==> src/rtl/bus_regbank_pkg.sv <==
// rtl/bus_regbank_pkg.sv - offset map and defaults shared by the register bank
package bus_regbank_pkg;
    localparam logic [5:0]  OFF_ID       = 6'h00;
    localparam logic [5:0]  OFF_EVT      = 6'h01;
    localparam logic [5:0]  OFF_TS_LO    = 6'h02;
    localparam logic [5:0]  OFF_TS_HI    = 6'h03;
    localparam logic [5:0]  OFF_CTRL     = 6'h10;
    localparam logic [5:0]  OFF_STAT     = 6'h20;
    localparam int          BLOCK_SPAN   = 64;
    localparam logic [15:0] DEF_ID_VALUE = 16'hB0A1;
endpackage

==> src/rtl/bus_regbank_if.sv <==
// rtl/bus_regbank_if.sv - strobe bus between the PS master and PL register slaves
interface bus_regbank_if #(
    parameter int AW = 16,
    parameter int DW = 16
);
    logic [AW-1:0] baddr;
    logic [DW-1:0] bwrdata;
    logic          bwr;
    logic          bstrobe;
    logic [DW-1:0] brddata;
    logic          back;

    modport master (output baddr, bwrdata, bwr, bstrobe, input brddata, back);
    modport slave  (input baddr, bwrdata, bwr, bstrobe, output brddata, back);
endinterface

==> src/rtl/bus_regbank_tstamp.sv <==
// rtl/bus_regbank_tstamp.sv - 2*DW-bit free-running timestamp with high-word snapshot
module regbank_tstamp #(
    parameter int DW = 16
) (
    input  logic          clk,
    input  logic          rst_n,
    input  logic          clr,
    input  logic          snap,
    output logic [DW-1:0] lo,
    output logic [DW-1:0] hi_shadow
);
    logic [2*DW-1:0] cnt;

    always_ff @(posedge clk or negedge rst_n) begin
        if (!rst_n) begin
            cnt       <= '0;
            hi_shadow <= '0;
        end else begin
            cnt <= clr ? '0 : cnt + (2*DW)'(1);
            // Shadow holds the high word that matches the low word read on this edge
            if (snap) hi_shadow <= cnt[2*DW-1:DW];
        end
    end

    assign lo = cnt[DW-1:0];
endmodule

==> src/rtl/bus_regbank.sv <==
// rtl/bus_regbank.sv - register-bank slave on the strobe bus (ID, EVT, timestamp, CTRL, STAT, LED)
// Optional LED PWM via BUS_REGBANK_LED_PWM_EN (duty in CTRL[1][7:0]).
module bus_regbank
    import bus_regbank_pkg::*;
#(
    parameter int            AW       = 16,
    parameter int            DW       = 16,
    parameter logic [AW-1:0] BASE     = '0,
    parameter int            NREG     = 4,
    parameter int            NSTAT    = 2,
    parameter int            NEVT     = 8,
    parameter int            NLED     = 8,
    parameter logic [DW-1:0] ID_VALUE = DW'(DEF_ID_VALUE)
) (
    input  logic                                   clk,
    input  logic                                   rst_n,
    bus_regbank_if.slave                           bus,
    input  logic [(NSTAT > 0 ? NSTAT : 1)*DW-1:0]  stat_in,
    input  logic [NEVT-1:0]                        evt_in,
    output logic [NREG*DW-1:0]                     ctrl_out,
    output logic [NLED-1:0]                        led
);
    logic [DW-1:0]   ctrl_q [NREG];
    logic [NEVT-1:0] evt_q;
    logic [NEVT-1:0] evt_prev;
    logic [NEVT-1:0] evt_clr;
    logic [DW-1:0]   rd_q;
    logic            ack_q;
    logic [DW-1:0]   rd_val;
    logic            populated;
    logic [DW-1:0]   ts_lo;
    logic [DW-1:0]   ts_hi;
    logic            hit;
    logic            wr_hit;
    logic [5:0]      off;

    assign hit    = bus.bstrobe && (bus.baddr[AW-1:6] == BASE[AW-1:6]);
    assign wr_hit = hit && bus.bwr;
    assign off    = bus.baddr[5:0];

    always_comb begin
        rd_val    = '0;
        populated = 1'b0;
        case (off)
            OFF_ID:    begin populated = 1'b1; rd_val = ID_VALUE; end
            OFF_EVT:   begin populated = 1'b1; rd_val[NEVT-1:0] = evt_q; end
            OFF_TS_LO: begin populated = 1'b1; rd_val = ts_lo; end
            OFF_TS_HI: begin populated = 1'b1; rd_val = ts_hi; end
            default:   ;
        endcase
        for (int i = 0; i < NREG; i++) begin
            if (off == OFF_CTRL + 6'(i)) begin
                populated = 1'b1;
                rd_val    = ctrl_q[i];
            end
        end
        for (int j = 0; j < NSTAT; j++) begin
            if (off == OFF_STAT + 6'(j)) begin
                populated = 1'b1;
                rd_val    = stat_in[j*DW +: DW];
            end
        end
    end

    assign evt_clr = (wr_hit && off == OFF_EVT) ? bus.bwrdata[NEVT-1:0] : '0;

    always_ff @(posedge clk or negedge rst_n) begin
        if (!rst_n) begin
            ctrl_q   <= '{default: '0};
            evt_q    <= '0;
            evt_prev <= '0;
            rd_q     <= '0;
            ack_q    <= 1'b0;
        end else begin
            for (int i = 0; i < NREG; i++) begin
                if (wr_hit && off == OFF_CTRL + 6'(i)) ctrl_q[i] <= bus.bwrdata;
            end
            // A new rising edge outranks a W1C landing on the same cycle
            evt_q    <= (evt_q & ~evt_clr) | (evt_in & ~evt_prev);
            evt_prev <= evt_in;
            if (bus.bstrobe) rd_q <= (hit && !bus.bwr && populated) ? rd_val : '0;
            ack_q <= hit && populated;
        end
    end

    assign bus.brddata = rd_q;
    assign bus.back    = ack_q;

    regbank_tstamp #(.DW(DW)) u_tstamp (
        .clk       (clk),
        .rst_n     (rst_n),
        .clr       (wr_hit && off == OFF_TS_LO),
        .snap      (hit && !bus.bwr && off == OFF_TS_LO),
        .lo        (ts_lo),
        .hi_shadow (ts_hi)
    );

    always_comb begin
        ctrl_out = '0;
        for (int i = 0; i < NREG; i++) ctrl_out[i*DW +: DW] = ctrl_q[i];
    end

`ifdef BUS_REGBANK_LED_PWM_EN
    logic [7:0] pwm_cnt;

    always_ff @(posedge clk or negedge rst_n) begin
        if (!rst_n) pwm_cnt <= '0;
        else        pwm_cnt <= pwm_cnt + 8'd1;
    end

    assign led = ctrl_q[0][NLED-1:0] & {NLED{pwm_cnt < ctrl_q[1][7:0]}};
`else
    assign led = ctrl_q[0][NLED-1:0];
`endif
endmodule

==> src/flat_wrapper.sv <==
// flat-port wrapper written by rule: the top's interface ports become plain ports
module bus_regbank_flat import bus_regbank_pkg::*;
#(
    parameter int            AW       = 16,
    parameter int            DW       = 16,
    parameter logic [AW-1:0] BASE     = '0,
    parameter int            NREG     = 4,
    parameter int            NSTAT    = 2,
    parameter int            NEVT     = 8,
    parameter int            NLED     = 8,
    parameter logic [DW-1:0] ID_VALUE = DW'(DEF_ID_VALUE)
)
  (clk, rst_n, stat_in, evt_in, ctrl_out, led, bus_baddr, bus_bwrdata, bus_bwr, bus_bstrobe, bus_brddata, bus_back);
  bus_regbank_if #(.AW(AW), .DW(DW)) bus_i ();
  input  logic clk;
  input  logic rst_n;
  input  logic [(NSTAT > 0 ? NSTAT : 1)*DW-1:0] stat_in;
  input  logic [NEVT-1:0] evt_in;
  output logic [NREG*DW-1:0] ctrl_out;
  output logic [NLED-1:0] led;
  input wire logic [$bits(bus_i.baddr)-1:0] bus_baddr;
  input wire logic [$bits(bus_i.bwrdata)-1:0] bus_bwrdata;
  input wire logic [$bits(bus_i.bwr)-1:0] bus_bwr;
  input wire logic [$bits(bus_i.bstrobe)-1:0] bus_bstrobe;
  output wire logic [$bits(bus_i.brddata)-1:0] bus_brddata;
  output wire logic [$bits(bus_i.back)-1:0] bus_back;
  assign bus_i.baddr = bus_baddr;
  assign bus_i.bwrdata = bus_bwrdata;
  assign bus_i.bwr = bus_bwr;
  assign bus_i.bstrobe = bus_bstrobe;
  assign bus_brddata = bus_i.brddata;
  assign bus_back = bus_i.back;
  bus_regbank #(.AW(AW), .DW(DW), .BASE(BASE), .NREG(NREG), .NSTAT(NSTAT), .NEVT(NEVT), .NLED(NLED), .ID_VALUE(ID_VALUE)) u_core (.clk(clk), .rst_n(rst_n), .bus(bus_i), .stat_in(stat_in), .evt_in(evt_in), .ctrl_out(ctrl_out), .led(led));
endmodule
==> config.mk <==
export PLATFORM = sky130hd
export DESIGN_NAME = bus_regbank_flat
export DESIGN_NICKNAME = d
export VERILOG_FILES = /design/src/rtl/bus_regbank_pkg.sv /design/src/rtl/bus_regbank_if.sv /design/src/rtl/bus_regbank_tstamp.sv /design/src/rtl/bus_regbank.sv /design/src/flat_wrapper.sv
export SDC_FILE = /design/constraint.sdc
export NUM_CORES = 1
export LEC_CHECK = 0
export BUFFER_PORTS_ARGS = -buffer_cell sky130_fd_sc_hd__buf_4
export CAP_MARGIN = 20
export CORE_UTILIZATION = 35
export DETAILED_ROUTE_END_ITERATION = 8
export SLEW_MARGIN = 30
export SYNTH_ARGS = -nofsm -noshare
export SYNTH_HDL_FRONTEND = slang
export SYNTH_HIERARCHICAL = 1
export SYNTH_SLANG_ARGS = --single-unit
export TNS_END_PERCENT = 100
==> constraint.sdc <==
create_clock -name clk -period 2.27 [get_ports clk]
set_clock_uncertainty 0.2 [all_clocks]
set_input_delay 0.3405 -clock clk [delete_from_list [all_inputs] [get_ports clk]]
set_output_delay 0.3405 -clock clk [all_outputs]
set_load 0.02 [all_outputs]
# Word level (Yosys, flattened, before mapping)
# Index checks and enable logic that the tools add are counted.
# W data, S select, Z words.
[op_classes]
addsub = 1
n_eq_ne = 9
n_mux = 18
n_bitwise = 5
reduce_logical = 16
[op_table]
columns = ["cell", "n"]
rows = [
  ["$mux W16", 7],
  ["$add A32 B1 Y32 const B", 1],
  ["$mux W32", 1],
  ["$pmux W8 S4", 1],
  ["$eq A6 B5 Y1 const B", 4],
  ["$pmux W8 S3", 1],
  ["$and A8 B8 Y8", 2],
  ["$not A8 Y8", 2],
  ["$eq A6 B2 Y1 const B", 2],
  ["$eq A6 B6 Y1 const B", 2],
  ["$logic_and A1 B1 Y1", 12],
  ["$logic_not A10 Y1", 1],
  ["$mux W8", 1],
  ["$or A8 B8 Y8", 1],
  ["$mux W1", 7],
  ["$eq A6 B1 Y1 const B", 1],
  ["$logic_not A6 Y1", 1],
  ["$reduce_or A4 Y1", 1],
  ["$logic_not A1 Y1", 1],
]
[totals]
regBits = 145
inputBits = 76
out_inout_bits = 89
word_cells = 59

# Longest topological paths before layout
[logic_depth]
word_depth = 11
depth_mapped = 8
depth_no_buf = 5

# Cells and area by module
# The synthesis kept the hierarchy.
[by_module_without_submodules]
columns = ["mod", "instances", "cells_each", "area_each_um2", "seq_area_each_um2"]
rows = [
  ["bus_regbank", 1, 427, 4877.2, 2427.3],
  ["regbank_tstamp", 1, 215, 2307.2, 1201.2],
]

# Least setup slack after synthesis
# OpenSTA, ideal clock, no wires.
[synth_timing]
path_kind = "input -> register"
start = "in bus_baddr[8]"
end = "reg u_core.u_tstamp.hi_shadow[10]"
setup_ns = 0.125
arrival_ns = 2.026
required_time_ns = 1.945
setup_slack_ns = -0.081
cell_stages = 6
n_path_buf = 2
path_cell_list = "nor4b_1 -> nand3_1 -> nor3_1 -> clkbuf_1 -> clkbuf_1 -> mux2_2"
[synth_between]
elab_chain_len = 4
[synth_rtl]
columns = ["element", "line", "text"]
rows = [
  ["start: declaration", "flat_wrapper.sv:21", "input wire logic [$bits(bus_i.baddr)-1:0] bus_baddr;"],
  ["$logic_not A10 Y1", "bus_regbank.sv:37", "assign hit = bus.bstrobe && (bus.baddr[AW-1:6] == BASE[AW-1:6]);"],
  ["$logic_and A1 B1 Y1", "bus_regbank.sv:37", ""],
  ["$logic_and A1 B1 Y1 (2 in series)", "bus_regbank.sv:93", ".snap (hit && !bus.bwr && off == OFF_TS_LO),"],
  ["end signal: assignment", "bus_regbank_tstamp.sv:21", "if (snap) hi_shadow <= cnt[2*DW-1:DW];"],
  ["end: declaration", "bus_regbank_tstamp.sv:10", "output logic [DW-1:0] hi_shadow"],
]
# Every way passes these cells.
# A chain may end at the register's enable or synchronous reset.

# Worst setup path in the final report
[layout_timing]
start = "reg u_core.u_tstamp.cnt[1]"
end = "reg u_core.u_tstamp.cnt[24]"
[layout_between]
elab_chain_len = 2
[layout_rtl]
columns = ["element", "line", "text"]
rows = [
  ["start: declaration", "bus_regbank_tstamp.sv:12", "logic [2*DW-1:0] cnt;"],
  ["start signal: assignment", "bus_regbank_tstamp.sv:19", "cnt <= clr ? '0 : cnt + (2*DW)'(1);"],
  ["$add A32 B1 Y32", "bus_regbank_tstamp.sv:19", ""],
  ["$mux W32", "bus_regbank_tstamp.sv:19", ""],
]
# Every way passes these cells.

==> impl_metrics.ini <==
[sta]
tightest_slew_ns = 0.557
hold_viol = 0
slew_headroom = 0.629
finalMaxSlewViolations = 0
rsz0062_at_grt = false
period_minus_slack_ns = 2.15
finalCritPeriodShare = 0.945
finalSetupViolCount = 0
timing.hold.ws_ns = 0.0494
fmax_mhz = 466

[place]
dp_hpwl_mm = 17.3
io_buffers = 164
routabilityCongestion = 0.879
dp.cells = 1102

[synth]
synth_seq_cells = 145
synth_area_leaders = dfrtp_1, mux2_2, buf_4
ys_seq_area_frac = 0.505
yosysMostFrequentCell = dfrtp_1
yosys.area.top_type = dfrtp_1
synth_top_cells_by_count = dfrtp_1, mux2_2, nand2_1
yosysWarnings = 6
async_reset_ff_frac = 1.00
synth_edf_count = 0
syn_area_per_cell_um2 = 11.2
synth_cell_types = 63
synthFlopType = dfrtp_1
syn_inst = 642
synth_fp_nets = 719
synth_top_area_frac = 0.505
syn_area_um2 = 7180

[finish]
nNetsFinal = 954
finish.utilization = 0.497
antenna_cells = 0
fill_cells = 1875
syn_to_final_growth_pct = 39.4
layout-drive-gt1-share = 0.401
instances_no_fill = 1160

[route]
routed_wl_mm = 22.9
drt_first_pass_iters = 7
wl_per_cell_um = 19.7
drtAntennaViolNets = 0
vias = 6243
via_per_inst = 5.38
route.detailed.drc = 0
drtIter0Drc = 467

[min_path]
hp-class = input pin to flop
holdPathStages = 4

[cts]
cts.sinks = 145
clockRootBuffer = clkbuf_16
clk_pin_slew_worst_paths_ns = 0.06
clockBufferDepth = 2
cts-htree-levels = 4
tritoncts = built
numCtsBuffers = 17
clock_latency_ns = 0.42
cts_setup_buffers = 0

[setup_path]
crit_chain = ha_1 > and4_1 > nand4_1 > buf_4 > or4_1 > a21oi_1
slowest_stage = or4_1
end_kind = flop
r2r_slack_ns = 0.12
critPathMaxFanout = 16
rr_worst_depth = 6
startpoint_type = flop
critPathKind = flop to flop
cp.required_ns = 2.41
max_stage_delay_ns = 0.50
cp.arrival_ns = 2.29

[power]
p_per_area_nw_per_um2 = 579
leakagePower_nw = 4.70
vdd_drop_max_v = 0.000472

[floorplan]
io_pins = 165
die_w_um = 145
start_util = 0.356
core_area_um2 = 20200
die_area_um2 = 21100
die_y_um = 145
core.rowCount = 52

[outcome]
status = completed

[global_route]
met2_usage = 0.365
antenna_found_initial = 0
grt_util_met1 = 0.291
grt_max_degree = 57
first_global_vias = 6445
grt_overflow = 0
grt_pass1_wl_mm = 36.1
use_met3 = 0.0421
gr-max-usage-layer = met2
grt_usage = 0.223

[job]
drv_cap = 0
==> critical path, delay by kind of cell, from the launching register on <==
kind,cells,cell delay [ns]
AND/OR/NAND/NOR,3,0.87
flip-flops,1,0.40
adder cells (fa/ha/maj),1,0.22
buffers and inverters,1,0.21
AO/OA/AOI/OAI,1,0.16
==> metrics by stage <==
step / setup WS [ns] / setup TNS (ns) / power, W / cell area [um^2]
floorplan: 0.0401 / 0 / 0.00277 / 7190
global placement: 0.0396 / 0 / 0.00304 / 9160
detailed placement: -0.0517 / -0.0517 / 0.00304 / 9160
CTS: 0.0507 / 0 / 0.00587 / 10000
global route: 0.0397 / 0 / 0.00601 / 10000
finish: 0.125 / 0 / 0.00580 / 10000
==> cells in the final DEF, fill, tap and decap left out, drive strengths merged, types with 9 or more instances in the layout <==
cell type,netlist,layout
nor2,30,30
inv,12,13
o31ai,14,14
clkbuf,18,21
nand4,11,11
nor3,11,11
nand3,18,18
buf,39,247
mux2,81,81
or3,9,9
dlygate4sd3,0,26
a22o,15,15
nand2,38,38
or4,10,10
nor2b,9,9
a21oi,31,31
o21ai,22,22
a22oi,19,19
dfrtp,145,145
==> path summary, 6_finish.rpt <==
| kind | from | to |
|---|---|---|
| max | u_core/u_tstamp/cnt[1] | u_core/u_tstamp/cnt[24] |
| min | bus_baddr[2] | u_core/bus.back |
| max reg2reg | u_core/u_tstamp/cnt[1] | u_core/u_tstamp/cnt[24] |
| min reg2reg | u_core/bus.brddata[4] | u_core/bus.brddata[4] |
| max in group asynchronous | rst_n | u_core/evt_q[7] |
| min in group asynchronous | rst_n | u_core/u_tstamp/cnt[24] |
==> where the power goes <==
part | leakage (nW) | switching [W] | internal, W
Sequential | 1.94 | 0.00000808 | 0.00260
Combinational | 2.48 | 0.000221 | 0.000195
Clock | 0.276 | 0.00109 | 0.00168
Total | 4.70 | 0.00132 | 0.00448
==> layer usage <==
layer	wire, um	up-vias
li1	-	2889
met1	10200	3104
met2	10800	209
met3	1290	41
met4	571	0
met5	0	-
==> state kept, by name, summed over array words and instances, names as in the netlist <==
register	cells
u_core/ctrl_out	64
u_core/bus.brddata	16
u_core/evt_q	8
u_core/u_tstamp/cnt	32
u_core/bus.back	1
u_core/evt_prev	8
u_core/u_tstamp/hi_shadow	16
==> what timing repair did <==
item / in CTS / in global routing
resized for setup: 0 / 1
setup endpoints to repair: 0 / 3
hold endpoints to repair: 131 / 0
hold buffers: 26 / 0
==> layout make-up <==
type / count / area, um^2 / share of cell area
tap: 270 / 338 / 0.0337
timing repair buffer: 273 / 2230 / 0.223
sequential: 145 / 3630 / 0.362
multi-input combinational: 427 / 3180 / 0.318
inverter: 13 / 48.8 / 0.00487
clock buffer: 21 / 460 / 0.0460
clock inverter: 11 / 130 / 0.0130
==> logic make-up after synthesis <==
| logic type | Yosys count | share of synthesized area |
|---|---|---|
| xor gates and xnor gates | 13 | 0.0158 |
| buffers and inverters | 70 | 0.0545 |
| DFF | 145 | 0.505 |
| AOI/OAI and AO/OA | 162 | 0.161 |
| adders and majority gates | 1 | 0.00174 |
| and+or+nand+nor | 166 | 0.129 |
| muxes | 85 | 0.133 |
(Power assumes the default switching activity.)
